--- src/rtl/mbist_march_ctrl_if.sv ---
// BIST-side signal bundle between the March C- controller, the memory mux and the repair logic.
interface mbist_march_ctrl_if #(
  parameter int unsigned ADDR_WD = 9,
  parameter int unsigned DATA_WD = 32
) ();
  logic               bist_run;
  logic               bist_pat_sel;
  logic [DATA_WD-1:0] mem_rdata;
  logic               bist_correct;
  logic               bist_en;
  logic [ADDR_WD-1:0] bist_addr;
  logic [DATA_WD-1:0] bist_wdata;
  logic               bist_wr;
  logic               bist_rd;
  logic               bist_error;
  logic [ADDR_WD-1:0] bist_error_addr;
  logic               bist_done;
  logic               bist_pass;
  logic               bist_fail;
  logic               bist_repair_used;

  modport master (
    input  bist_run, bist_pat_sel, mem_rdata, bist_correct,
    output bist_en, bist_addr, bist_wdata, bist_wr, bist_rd, bist_error,
           bist_error_addr, bist_done, bist_pass, bist_fail, bist_repair_used
  );

  modport slave (
    output bist_run, bist_pat_sel, mem_rdata, bist_correct,
    input  bist_en, bist_addr, bist_wdata, bist_wr, bist_rd, bist_error,
           bist_error_addr, bist_done, bist_pass, bist_fail, bist_repair_used
  );
endinterface

--- src/rtl/mbist_march_ctrl.sv ---
// March C- sequencer for one dual-port SRAM (A reads, B writes) with first-miscompare
// reporting and a single repair-and-rerun pass.
module mbist_march_ctrl #(
  parameter int unsigned               BIST_ADDR_WD    = 9,
  parameter int unsigned               BIST_DATA_WD    = 32,
  parameter logic [BIST_ADDR_WD-1:0]   BIST_ADDR_START = '0,
  parameter logic [BIST_ADDR_WD-1:0]   BIST_ADDR_END   = BIST_ADDR_WD'(9'h1F8)
) (
  input  logic               bist_clk,
  input  logic               bist_rst,
  mbist_march_ctrl_if.master bus
);

  localparam logic [2:0] ST_IDLE   = 3'd0;
  localparam logic [2:0] ST_RUN    = 3'd1;
  localparam logic [2:0] ST_DRAIN  = 3'd2;
  localparam logic [2:0] ST_ERR    = 3'd3;
  localparam logic [2:0] ST_REPAIR = 3'd4;
  localparam logic [2:0] ST_DONE   = 3'd5;

  localparam logic [BIST_DATA_WD-1:0] PAT_CHK = {BIST_DATA_WD/2{2'b01}};

  logic [2:0]              state_q, state_d;
  logic [2:0]              elem_q, elem_d;
  logic [BIST_ADDR_WD-1:0] addr_q, addr_d;
  logic [BIST_DATA_WD-1:0] wdata_q, wdata_d;
  logic                    wr_q, wr_d;
  logic                    rd_q, rd_d;
  logic [BIST_DATA_WD-1:0] bg_q, bg_d;
  logic                    cmp_vld_q, cmp_vld_d;
  logic [BIST_DATA_WD-1:0] cmp_exp_q, cmp_exp_d;
  logic [BIST_ADDR_WD-1:0] cmp_addr_q, cmp_addr_d;
  logic [BIST_ADDR_WD-1:0] err_addr_q, err_addr_d;
  logic                    done_q, done_d;
  logic                    pass_q, pass_d;
  logic                    fail_q, fail_d;
  logic                    rep_used_q, rep_used_d;
  logic [1:0]              tmr_q, tmr_d;

  logic                    at_end;
  logic [BIST_ADDR_WD-1:0] step_addr;
  logic [BIST_ADDR_WD-1:0] first_addr;
  logic [2:0]              nx_elem;
  logic [BIST_ADDR_WD-1:0] nx_addr;
  logic                    nx_wr;
  logic                    nx_last;
  logic                    mismatch;
  logic                    start_op;
  logic                    advance;

  // The registered strobe/address/element describe the op on the bus this cycle and
  // double as the walk cursor; this block derives the op for the following cycle.
  always_comb begin
    at_end     = (elem_q <= 3'd2) ? (addr_q == BIST_ADDR_END) : (addr_q == BIST_ADDR_START);
    step_addr  = (elem_q <= 3'd2) ? addr_q + 1'b1 : addr_q - 1'b1;
    first_addr = (elem_q < 3'd2) ? BIST_ADDR_START : BIST_ADDR_END;
    nx_elem    = elem_q;
    nx_addr    = addr_q;
    nx_wr      = 1'b0;
    nx_last    = 1'b0;
    if (elem_q == 3'd0) begin
      if (at_end) begin
        nx_elem = 3'd1;
        nx_addr = BIST_ADDR_START;
      end else begin
        nx_addr = step_addr;
        nx_wr   = 1'b1;
      end
    end else if (elem_q == 3'd5) begin
      if (at_end) nx_last = 1'b1;
      else        nx_addr = step_addr;
    end else if (rd_q) begin
      nx_wr = 1'b1;
    end else if (at_end) begin
      nx_elem = elem_q + 3'd1;
      nx_addr = first_addr;
    end else begin
      nx_addr = step_addr;
    end
  end

  assign mismatch = cmp_vld_q && (bus.mem_rdata != cmp_exp_q);

  always_comb begin
    state_d    = state_q;
    elem_d     = elem_q;
    addr_d     = addr_q;
    wdata_d    = wdata_q;
    wr_d       = 1'b0;
    rd_d       = 1'b0;
    bg_d       = bg_q;
    cmp_vld_d  = rd_q;
    cmp_exp_d  = cmp_exp_q;
    cmp_addr_d = cmp_addr_q;
    err_addr_d = err_addr_q;
    done_d     = done_q;
    pass_d     = pass_q;
    fail_d     = fail_q;
    rep_used_d = rep_used_q;
    tmr_d      = tmr_q;
    start_op   = 1'b0;
    advance    = 1'b0;

    if (rd_q) begin
      cmp_exp_d  = elem_q[0] ? bg_q : ~bg_q;
      cmp_addr_d = addr_q;
    end

    case (state_q)
      ST_IDLE: begin
        if (bus.bist_run) begin
          state_d    = ST_RUN;
          bg_d       = bus.bist_pat_sel ? PAT_CHK : '0;
          done_d     = 1'b0;
          pass_d     = 1'b0;
          fail_d     = 1'b0;
          rep_used_d = 1'b0;
          start_op   = 1'b1;
        end
      end
      ST_RUN: begin
        if (!bus.bist_run) begin
          state_d = ST_IDLE;
        end else if (mismatch) begin
          state_d    = ST_ERR;
          err_addr_d = cmp_addr_q;
        end else if (nx_last) begin
          state_d = ST_DRAIN;
        end else begin
          advance = 1'b1;
        end
      end
      ST_DRAIN: begin
        if (!bus.bist_run) begin
          state_d = ST_IDLE;
        end else if (mismatch) begin
          state_d    = ST_ERR;
          err_addr_d = cmp_addr_q;
        end else begin
          state_d = ST_DONE;
          done_d  = 1'b1;
          pass_d  = 1'b1;
        end
      end
      ST_ERR: begin
        if (!bus.bist_run) begin
          state_d = ST_IDLE;
        end else if (rep_used_q) begin
          state_d = ST_DONE;
          done_d  = 1'b1;
          fail_d  = 1'b1;
        end else begin
          state_d = ST_REPAIR;
          tmr_d   = '0;
        end
      end
      ST_REPAIR: begin
        if (!bus.bist_run) begin
          state_d = ST_IDLE;
        end else if (bus.bist_correct) begin
          state_d    = ST_RUN;
          rep_used_d = 1'b1;
          start_op   = 1'b1;
        end else if (tmr_q == 2'd3) begin
          state_d = ST_DONE;
          done_d  = 1'b1;
          fail_d  = 1'b1;
        end else begin
          tmr_d = tmr_q + 2'd1;
        end
      end
      ST_DONE: begin
        if (!bus.bist_run) state_d = ST_IDLE;
      end
      default: state_d = ST_IDLE;
    endcase

    if (start_op) begin
      elem_d  = '0;
      addr_d  = BIST_ADDR_START;
      wr_d    = 1'b1;
      wdata_d = bg_d;
    end else if (advance) begin
      elem_d = nx_elem;
      addr_d = nx_addr;
      wr_d   = nx_wr;
      rd_d   = !nx_wr;
      if (nx_wr) wdata_d = nx_elem[0] ? ~bg_q : bg_q;
    end
  end

  always_ff @(posedge bist_clk) begin
    if (bist_rst) begin
      state_q    <= ST_IDLE;
      elem_q     <= '0;
      addr_q     <= '0;
      wdata_q    <= '0;
      wr_q       <= 1'b0;
      rd_q       <= 1'b0;
      bg_q       <= '0;
      cmp_vld_q  <= 1'b0;
      cmp_exp_q  <= '0;
      cmp_addr_q <= '0;
      err_addr_q <= '0;
      done_q     <= 1'b0;
      pass_q     <= 1'b0;
      fail_q     <= 1'b0;
      rep_used_q <= 1'b0;
      tmr_q      <= '0;
    end else begin
      state_q    <= state_d;
      elem_q     <= elem_d;
      addr_q     <= addr_d;
      wdata_q    <= wdata_d;
      wr_q       <= wr_d;
      rd_q       <= rd_d;
      bg_q       <= bg_d;
      cmp_vld_q  <= cmp_vld_d;
      cmp_exp_q  <= cmp_exp_d;
      cmp_addr_q <= cmp_addr_d;
      err_addr_q <= err_addr_d;
      done_q     <= done_d;
      pass_q     <= pass_d;
      fail_q     <= fail_d;
      rep_used_q <= rep_used_d;
      tmr_q      <= tmr_d;
    end
  end

  assign bus.bist_en          = (state_q == ST_RUN) || (state_q == ST_DRAIN) ||
                                (state_q == ST_ERR) || (state_q == ST_REPAIR);
  assign bus.bist_addr        = addr_q;
  assign bus.bist_wdata       = wdata_q;
  assign bus.bist_wr          = wr_q;
  assign bus.bist_rd          = rd_q;
  assign bus.bist_error       = (state_q == ST_ERR);
  assign bus.bist_error_addr  = err_addr_q;
  assign bus.bist_done        = done_q;
  assign bus.bist_pass        = pass_q;
  assign bus.bist_fail        = fail_q;
  assign bus.bist_repair_used = rep_used_q;

endmodule

--- src/flat_wrapper.sv ---
// flat-port wrapper written by rule: the top's interface ports become plain ports
module mbist_march_ctrl_flat 
#(
  parameter int unsigned               BIST_ADDR_WD    = 9,
  parameter int unsigned               BIST_DATA_WD    = 32,
  parameter logic [BIST_ADDR_WD-1:0]   BIST_ADDR_START = '0,
  parameter logic [BIST_ADDR_WD-1:0]   BIST_ADDR_END   = BIST_ADDR_WD'(9'h1F8)
)
  (bist_clk, bist_rst, bus_bist_run, bus_bist_pat_sel, bus_mem_rdata, bus_bist_correct, bus_bist_en, bus_bist_addr, bus_bist_wdata, bus_bist_wr, bus_bist_rd, bus_bist_error, bus_bist_error_addr, bus_bist_done, bus_bist_pass, bus_bist_fail, bus_bist_repair_used);
  mbist_march_ctrl_if #(.ADDR_WD((9)), .DATA_WD((32))) bus_i ();
  input  logic bist_clk;
  input  logic bist_rst;
  input wire logic [$bits(bus_i.bist_run)-1:0] bus_bist_run;
  input wire logic [$bits(bus_i.bist_pat_sel)-1:0] bus_bist_pat_sel;
  input wire logic [$bits(bus_i.mem_rdata)-1:0] bus_mem_rdata;
  input wire logic [$bits(bus_i.bist_correct)-1:0] bus_bist_correct;
  output wire logic [$bits(bus_i.bist_en)-1:0] bus_bist_en;
  output wire logic [$bits(bus_i.bist_addr)-1:0] bus_bist_addr;
  output wire logic [$bits(bus_i.bist_wdata)-1:0] bus_bist_wdata;
  output wire logic [$bits(bus_i.bist_wr)-1:0] bus_bist_wr;
  output wire logic [$bits(bus_i.bist_rd)-1:0] bus_bist_rd;
  output wire logic [$bits(bus_i.bist_error)-1:0] bus_bist_error;
  output wire logic [$bits(bus_i.bist_error_addr)-1:0] bus_bist_error_addr;
  output wire logic [$bits(bus_i.bist_done)-1:0] bus_bist_done;
  output wire logic [$bits(bus_i.bist_pass)-1:0] bus_bist_pass;
  output wire logic [$bits(bus_i.bist_fail)-1:0] bus_bist_fail;
  output wire logic [$bits(bus_i.bist_repair_used)-1:0] bus_bist_repair_used;
  assign bus_i.bist_run = bus_bist_run;
  assign bus_i.bist_pat_sel = bus_bist_pat_sel;
  assign bus_i.mem_rdata = bus_mem_rdata;
  assign bus_i.bist_correct = bus_bist_correct;
  assign bus_bist_en = bus_i.bist_en;
  assign bus_bist_addr = bus_i.bist_addr;
  assign bus_bist_wdata = bus_i.bist_wdata;
  assign bus_bist_wr = bus_i.bist_wr;
  assign bus_bist_rd = bus_i.bist_rd;
  assign bus_bist_error = bus_i.bist_error;
  assign bus_bist_error_addr = bus_i.bist_error_addr;
  assign bus_bist_done = bus_i.bist_done;
  assign bus_bist_pass = bus_i.bist_pass;
  assign bus_bist_fail = bus_i.bist_fail;
  assign bus_bist_repair_used = bus_i.bist_repair_used;
  mbist_march_ctrl #(.BIST_ADDR_WD(BIST_ADDR_WD), .BIST_DATA_WD(BIST_DATA_WD), .BIST_ADDR_START(BIST_ADDR_START), .BIST_ADDR_END(BIST_ADDR_END)) u_core (.bist_clk(bist_clk), .bist_rst(bist_rst), .bus(bus_i));
endmodule
--- config.mk ---
export PLATFORM = sky130hd
export DESIGN_NAME = mbist_march_ctrl_flat
export DESIGN_NICKNAME = d
export VERILOG_FILES = /design/src/rtl/mbist_march_ctrl_if.sv /design/src/rtl/mbist_march_ctrl.sv /design/src/flat_wrapper.sv
export SDC_FILE = /design/constraint.sdc
export NUM_CORES = 1
export LEC_CHECK = 0
export CAP_MARGIN = 20
export CORE_MARGIN = 2
export CORE_UTILIZATION = 35
export CTS_CLUSTER_DIAMETER = 150
export DETAILED_ROUTE_END_ITERATION = 8
export PLACE_DENSITY = 0.55
export SYNTH_ARGS = -nofsm -noshare
export SYNTH_HDL_FRONTEND = slang
export SYNTH_SLANG_ARGS = --single-unit
--- constraint.sdc ---
create_clock -name bist_clk -period 9.4 [get_ports bist_clk]
set_input_delay 0.94 -clock bist_clk [delete_from_list [all_inputs] [get_ports bist_clk]]
set_output_delay 0.94 -clock bist_clk [all_outputs]
set_load 0.1 [all_outputs]
Word-level counts from Yosys, hierarchy flattened
Cells that the tools add are included.
{"block": "op_classes", "add_sub_neg": 4, "magnitude_cmp": 2, "eq_ne": 27, "n_mux": 72, "n_bitwise": 2, "reduce_logical": 28}
{"operator": "$mux W32", "count": 7}
{"operator": "$mux W9", "count": 8}
{"operator": "$mux W3", "count": 16}
{"operator": "$ne A32 B32 Y1", "count": 1}
{"operator": "$not A32 Y32", "count": 1}
{"operator": "$mux W31", "count": 1}
{"operator": "$mux W1", "count": 28}
{"operator": "$ne A2 B2 Y1 const B", "count": 11}
{"operator": "$pmux W3 S6", "count": 1}
{"operator": "$reduce_and A4 Y1", "count": 4}
{"operator": "$mux W2", "count": 5}
{"operator": "$reduce_bool A2 Y1", "count": 5}
{"operator": "$add A9 B1 Y9 const B", "count": 1}
{"operator": "$eq A3 B3 Y1 const B", "count": 3}
{"operator": "$eq A9 B9 Y1 const B", "count": 1}
{"operator": "$logic_not A9 Y1", "count": 1}
{"operator": "$reduce_and A9 Y1", "count": 1}
{"operator": "$sub A9 B1 Y9 const B", "count": 1}
{"operator": "$reduce_and A7 Y1", "count": 1}
{"operator": "$eq A3 B2 Y1 const B", "count": 2}
{"operator": "$logic_not A3 Y1", "count": 2}
{"operator": "$ne A2 B1 Y1 const B", "count": 3}
{"operator": "$ne A3 B3 Y1 const B", "count": 2}
{"operator": "$pmux W1 S2", "count": 3}
{"operator": "other kinds (22)", "count": 26}
{"block": "totals", "reg_bits": 138, "in_bits": 37, "elab_cells": 152}

Logic depth before layout (Yosys ltp)
Gate-level depths: netlist (run 1).
{"block": "depth", "depth_word": 11, "mapped_depth": 15, "mapped_depth_nobuf": 12}

Worst setup path before layout (run 1)
No wires, ideal clock.
{"block": "synth_timing", "kind": "flip-flop to flip-flop", "startpoint": "register u_core.elem_q[0]", "endpoint": "register u_core.wdata_q[11] (netlist: u_core.bus.bist_wdata[11])", "arrival_time_ns": 3.478, "path_slack_ns": 5.850, "path_stages_with_launch": 15, "n_path_buf": 3, "synth_period_minus_slack_ns": 3.550, "path_cell_list": "dfxtp_1 clkbuf_1 clkbuf_1 inv_1 ha_1 nor2b_2 o211ai_1 a21o_1 ha_1 mux2_2 o21ai_1 buf_2 xnor2_1 nand2_1 mux2i_1"}
{"block": "synth_via", "elab_chain_len": 11, "elab_cells_between_ends": 27, "classes_between": "1 x add/sub; 1 x order compare; 1 x eq/ne; 20 x mux; 4 x reduce/logical"}
{"item": "start, declared", "line_no": "mbist_march_ctrl.sv:24", "source": "logic [2:0] elem_q, elem_d;"}
{"item": "start signal, assigned", "line_no": "mbist_march_ctrl.sv:212", "source": "elem_q <= elem_d;"}
{"item": "$le A3 B2 Y1", "line_no": "mbist_march_ctrl.sv:54", "source": "at_end = (elem_q <= 3'd2) ? (addr_q == BIST_ADDR_END) : (addr_q == BIST_ADDR_START);"}
{"item": "$mux W1", "line_no": "mbist_march_ctrl.sv:54"}
{"item": "$mux W1", "line_no": "mbist_march_ctrl.sv:70", "source": "if (at_end) nx_last = 1'b1;"}
{"item": "$mux W1", "line_no": "mbist_march_ctrl.sv:69", "source": "end else if (elem_q == 3'd5) begin"}
{"item": "$mux W1", "line_no": "mbist_march_ctrl.sv:61", "source": "if (elem_q == 3'd0) begin"}
{"item": "$mux W1", "line_no": "mbist_march_ctrl.sv:127", "source": "end else if (nx_last) begin"}
{"item": "$mux W1", "line_no": "mbist_march_ctrl.sv:124", "source": "end else if (mismatch) begin"}
{"item": "$mux W1", "line_no": "mbist_march_ctrl.sv:122", "source": "if (!bus.bist_run) begin"}
{"item": "$mux W1", "line_no": "mbist_march_ctrl.sv:109", "source": "case (state_q)"}
{"item": "$reduce_bool A2 Y1 (no source line)"}
{"item": "$reduce_and A2 Y1 (no source line)"}
{"item": "end signal, assigned", "line_no": "mbist_march_ctrl.sv:214", "source": "wdata_q <= wdata_d;"}
{"item": "end, declared", "line_no": "mbist_march_ctrl.sv:26", "source": "logic [BIST_DATA_WD-1:0] wdata_q, wdata_d;"}
Several ways; a longest one is shown, not always the timed one. The select of a mux whose other input is x is not followed.
A chain may end at the register's enable or synchronous reset.

Final worst setup path (run 1)
{"block": "layout_timing", "startpoint": "register u_core.elem_q[0]", "endpoint": "register u_core.wdata_q[2] (netlist: u_core.bus.bist_wdata[2])"}
Same word-level chain as after synthesis.

==> metrics.yaml, run 1 <==
status:
  status: "completed"
placed_design:
  gp_congestion: 0.864
  place_area_um2: 7880
  post-dp-hpwl_mm: 12.2
  pre_cts_ws_ns: 5.58
  port_buffers: 94
job:
  maxCapViolCount: 0
clock_network:
  cts_max_level: 4
  clkLatencyLatePin_ns: 0.43
  clkSinkCount: 138
  root_buffer: "clkbuf_16"
  numCtsBuffers: 17
  tritoncts: "built"
  cts_buffer_depth: 2
  holdBufCountCts: 0
  clkTransAtPathRegs_ns: 0.07
  cts_setup_buffers: 0
  cts_resized: 0
min_path:
  hold_class: "register to register"
  worstHoldPathCells: 2
synthesis:
  synth_edf_count: 0
  synth_flop_cell: "dfxtp_1"
  synth_top_area_frac: 0.409
  ys_top_cells_by_area: "dfxtp_1 41%, mux2i_1 11%, xnor2_1 8.6%"
  synth_nets: 800
  synth_top_area_cell: "dfxtp_1"
  synth_area_um2: 6760
  yosysWarnings: 0
  syn_area_per_cell_um2: 8.95
  synth-seq-cells: 138
  synthArstFlopShare: 0
  synthDistinctLibCells: 59
  seq_area_frac_synth: 0.409
  synthCells: 755
floorplan:
  dieArea_um2: 20400
  core-area_um2: 18800
  start_util: 0.359
  die_w_um: 143
  rows: 50
  num_io_pins: 95
  die_y_um: 143
pwr:
  power_w: 0.00145
  leakage_nw: 3.09
  vdd_drop_max_v: 0.000134
  powerDensity_nw_per_um2: 171
timing:
  maxSlewViolCount: 0
  slew_headroom: 0.315
  finalClockSkew_ns: 0.0102
  post-route-period-util: 0.409
  fin_ws_ns: 5.56
  rsz0062_at_grt: "no"
  fin_tns_setup_ns: 0
  tightest_slew_ns: 1.02
  setup_viol_count_final: 0
  fmax_mhz: 260
  post-route-min-period_ns: 3.84
  hold_viol: 0
final_layout:
  final_cell_area_um2: 8450
  diodes: 0
  syn_to_final_growth_pct: 25.0
  final_util: 0.449
  final_nets: 873
  drive_above_1_share: 0.0737
setup_path:
  cp.arrival_ns: 4.19
  worst_setup_path_start_kind: "register"
  critPathRequiredTime_ns: 9.74
  path_max_fanout: 36
  path_class: "register to register"
  cp-end-kind: "register"
  reg2reg_depth: 12
detailed_routing:
  wl_met1_mm: 8.14
  met2_length_mm: 8.89
  ant_nets: 0
  drtPass1Iterations: 7
  top_layer: "met4"
  wl_met3_um: 614
  vias: 5380
  routed_via_density: 4.89
  wire_per_inst_um: 16.2
  wl_mm: 17.8
  drc: 0
  drt-initial-drc-count: 384
global_route:
  grt.total_usage: 0.178
  grt_max_degree: 79
  grt_pass1_wl_mm: 28.2
  antenna_found_initial: 0
  grt_overflow_total: 0
  grt_pass1_vias: 5211
[synthesized netlist by cell type, drive strengths merged (2+ instances only)]
cell type,count
o21ai,28
clkbuf,35
nor4,12
dfxtp,138
xnor2,66
o31ai,4
nand4,4
xor2,33
nor2b,5
a211oi,10
o32ai,4
o211ai,4
nand2b,7
nor3,13
nor2,62
and2,4
a31oi,5
nand2,96
a31o,3
ha,8
a21o,3
mux2i,76
inv,11
and3,20
buf,15
a21oi,44
or3,5
nand3,16
o21a,2
nor3b,3
o311ai,4
[stage by stage]
stage,hold WS [ns],instances
final,0.459,1101
after floorplan,0.443,755
after global placement,0.446,1069
after CTS,0.462,1101
after global routing,0.479,1101
after detailed placement,0.450,1069
[cells in the final DEF (no fill, tap or decap), types with 20 or more instances in the layout]
cell and n:
a21oi_1 44, xor2_1 33, clkdlybuf4s50_1 93, dfxtp_1 136, nor2_1 62, mux2i_1 76, and3_1 20, xnor2_1 66
o21ai_0 25, nand2_1 96
[flip-flops by register name, summed over array words and instances (netlist names)]
register                     cells
u_core.elem_q                    3
u_core.cmp_addr_q                9
u_core.bus.bist_rd               1
u_core.bus.bist_done             1
u_core.bus.bist_pass             1
u_core.bus.bist_repair_used      1
u_core.cmp_exp_q                32
u_core.bg_q                     32
u_core.tmr_q                     2
u_core.state_q                   3
u_core.bus.bist_addr             9
u_core.bus.bist_error_addr       9
u_core.cmp_vld_q                 1
u_core.bus.bist_fail             1
u_core.bus.bist_wdata           32
u_core.bus.bist_wr               1
[critical path: stages (launching register included)]
cell      delay (ns)
dfxtp_2         0.96
inv_1           0.23
ha_1            0.29
nor2b_2         0.26
o211ai_1        0.16
a21o_1          0.23
ha_1            0.28
mux2_2          0.30
o21ai_4         0.12
buf_4           0.46
xnor2_1         0.17
o21ai_0         0.08
mux2i_1         0.21
[path summary, 6_finish.rpt]
| check | from | endpoint | slack, ns |
|---|---|---|---|
| worst min register to register | u_core.bus.bist_error_addr[7] | u_core.bus.bist_error_addr[7] | 0.46 |
| worst min-delay path | u_core.bus.bist_error_addr[7] | u_core.bus.bist_error_addr[7] | 0.46 |
| worst max-delay path | u_core.elem_q[0] | u_core.bus.bist_wdata[2] | 5.56 |
| worst max register to register | u_core.elem_q[0] | u_core.bus.bist_wdata[2] | 5.56 |
[kinds of logic (layout without fill, tap and decap cells)]
| kind of cell | Yosys count | in the layout | synth area share |
|---|---|---|---|
| DFF | 138 | 138 | 0.409 |
| AOI/OAI and AO/OA | 122 | 122 | 0.121 |
| buffers and inverters | 61 | 147 | 0.0415 |
| adders and majority gates | 8 | 8 | 0.0148 |
| muxes | 77 | 77 | 0.114 |
| and+or+nand+nor | 250 | 250 | 0.172 |
| xor gates and xnor gates | 99 | 99 | 0.128 |
[where the power goes]
part	leakage, nW	switching [W]	internal [W]
Sequential	1.12	0.0000150	0.000598
Clock	0.283	0.000298	0.000354
Combinational	1.68	0.000125	0.0000587
[area by class of cell]
type                            instances  area [um2]
Multi-Input combinational cell        556        3730
Tap cell                              260         325
Fill cell                            1866       10400
Clock buffer                           17         425
Sequential cell                       138        2770
Clock inverter                         15         149
Timing Repair Buffer                  104        1010
Inverter                               11        41.3
[layer usage]
layer / global-route usage / up-vias
met5: 0 / -
met4: 0.0417 / 0
met3: 0.0409 / 11
met2: 0.301 / 98
met1: 0.231 / 2523
li1: - / 2748
Power figures use the tool's default switching activity.
==> inputs of run 2 (changes only) <==
Clock period 9.4 ns to 3.7 ns, I/O delays scaled along.
==> metrics.yaml, run 2 (synthesized netlist as in run 1, its figures left out) <==
final_layout:
  syn_to_final_growth_pct: 25.6
  final_util: 0.451
  layout_common_cells: "136 x dfxtp_1, 96 x nand2_1, 92 x clkdlybuf4s50_1, 76 x mux2i_1, 66 x xnor2_1"
  final_nets: 878
  drive_above_1_share: 0.0780
  diodes: 0
  final_cell_area_um2: 8490
  layout_commonest_cell: "dfxtp_1"
placed_design:
  place_area_um2: 7920
  post-dp-hpwl_mm: 12.3
  gp_congestion: 0.838
  port_buffers: 94
setup_path:
  worst_path_most_repeated_cell: "ha_1"
  critPathRequiredTime_ns: 3.99
  crit_chain: "inv_1 -> ha_1 -> nor2b_2 -> or4_1 -> a21o_1 -> ha_1 -> mux2_2 -> o21ai_4 -> buf_12 -> xnor2_1 -> o21ai_0 -> mux2i_1"
  cp.arrival_ns: 3.32
  crit_slowest_cell: "or4_1"
  worst_setup_path_start_kind: "register"
  max_stage_delay_ns: 0.55
  cp-end-kind: "register"
  path_max_fanout: 32
  path_class: "register to register"
timing:
  post-route-period-util: 0.820
  setup_viol_count_final: 0
  finalClockSkew_ns: 0.0158
  slew_headroom: 0.335
  hold_viol: 0
  rsz0062_at_grt: "no"
  fmax_mhz: 329
  fin_tns_setup_ns: 0
  tightest_slew_ns: 0.994
  maxSlewViolCount: 0
  post-route-min-period_ns: 3.04
  holdWs_ns: 0.299
clock_network:
  holdBufCountCts: 0
  cts_buffer_depth: 2
  cts_setup_buffers: 0
  tritoncts: "built"
  numCtsBuffers: 17
  clkSinkCount: 138
  cts_resized: 0
  clkTransAtPathRegs_ns: 0.06
  root_buffer: "clkbuf_16"
  clkLatencyLatePin_ns: 0.43
  cts_max_level: 4
global_route:
  grt_overflow_total: 0
  grt_pass1_wl_mm: 28.6
  antenna_found_initial: 0
  grt_max_degree: 67
  grt_pass1_vias: 5338
  grt.total_usage: 0.181
detailed_routing:
  drt-initial-drc-count: 433
  vias: 5502
  wl_mm: 17.9
  wire_per_inst_um: 16.2
  routed_via_density: 4.97
  drtPass1Iterations: 4
  drc: 0
  ant_nets: 0
floorplan:
  die_y_um: 143
  rows: 50
  core-area_um2: 18800
  die_w_um: 143
  dieArea_um2: 20400
  start_util: 0.359
  num_io_pins: 95
pwr:
  leakage_nw: 3.10
  power_w: 0.00366
  vdd_drop_max_v: 0.000310
  powerDensity_nw_per_um2: 431
job:
  maxCapViolCount: 0
min_path:
  hold_class: "input port to register"
status:
  status: "completed"
-- run 2: power breakdown --
part           internal, W  switching, W
Clock             0.000949      0.000681
Combinational     0.000151      0.000317
Sequential         0.00152     0.0000362
-- run 2: metal layers --
metal | vias to the layer above | share of wire | global-route usage
met5 | - | 0 | 0
met4 | 0 | 0.0096 | 0.0505
met3 | 12 | 0.039 | 0.0466
met2 | 122 | 0.50 | 0.298
met1 | 2610 | 0.45 | 0.234
li1 | 2758 | - | -
-- run 2: metrics by stage --
| step | instances | worst slack, ns |
|---|---|---|
| after global placement | 1073 | 0.615 |
| after detailed placement | 1073 | 0.559 |
| final | 1106 | 0.664 |
| after CTS | 1105 | 0.638 |
| after global routing | 1106 | 0.427 |
| after floorplan | 755 | 0.150 |
-- run 2: layout make-up --
type                       count  area [um2]
clock buffer                  20         447
clock inverter                12         115
fill                        1872       10300
inverter                      11        41.3
multi-input combinational    556        3730
sequential                   138        2770
tap                          260         325
timing repair buffer         109        1060
-- run 2: final timing paths --
kind / start / endpoint / slack, ns / cells after the start
hold reg to reg: u_core.bus.bist_wdata[27] / u_core.bus.bist_wdata[27] / 0.46 / 2
hold / removal: bist_rst / u_core.cmp_addr_q[8] / 0.30 / 2
setup / recovery: u_core.elem_q[0] / u_core.bus.bist_wdata[14] / 0.66 / 12
setup reg to reg: u_core.elem_q[0] / u_core.bus.bist_wdata[14] / 0.66 / 12
-- run 2: critical path: cells and delay by family (launching register included) --
| kind | cells | cell delay [ns] |
|---|---|---|
| buffers and inverters | 2 | 0.37 |
| xor gates and xnor gates | 1 | 0.08 |
| adders and majority gates | 2 | 0.49 |
| AOI/OAI and AO/OA | 3 | 0.60 |
| DFF | 1 | 0.31 |
| and+or+nand+nor | 2 | 0.64 |
| muxes | 2 | 0.40 |
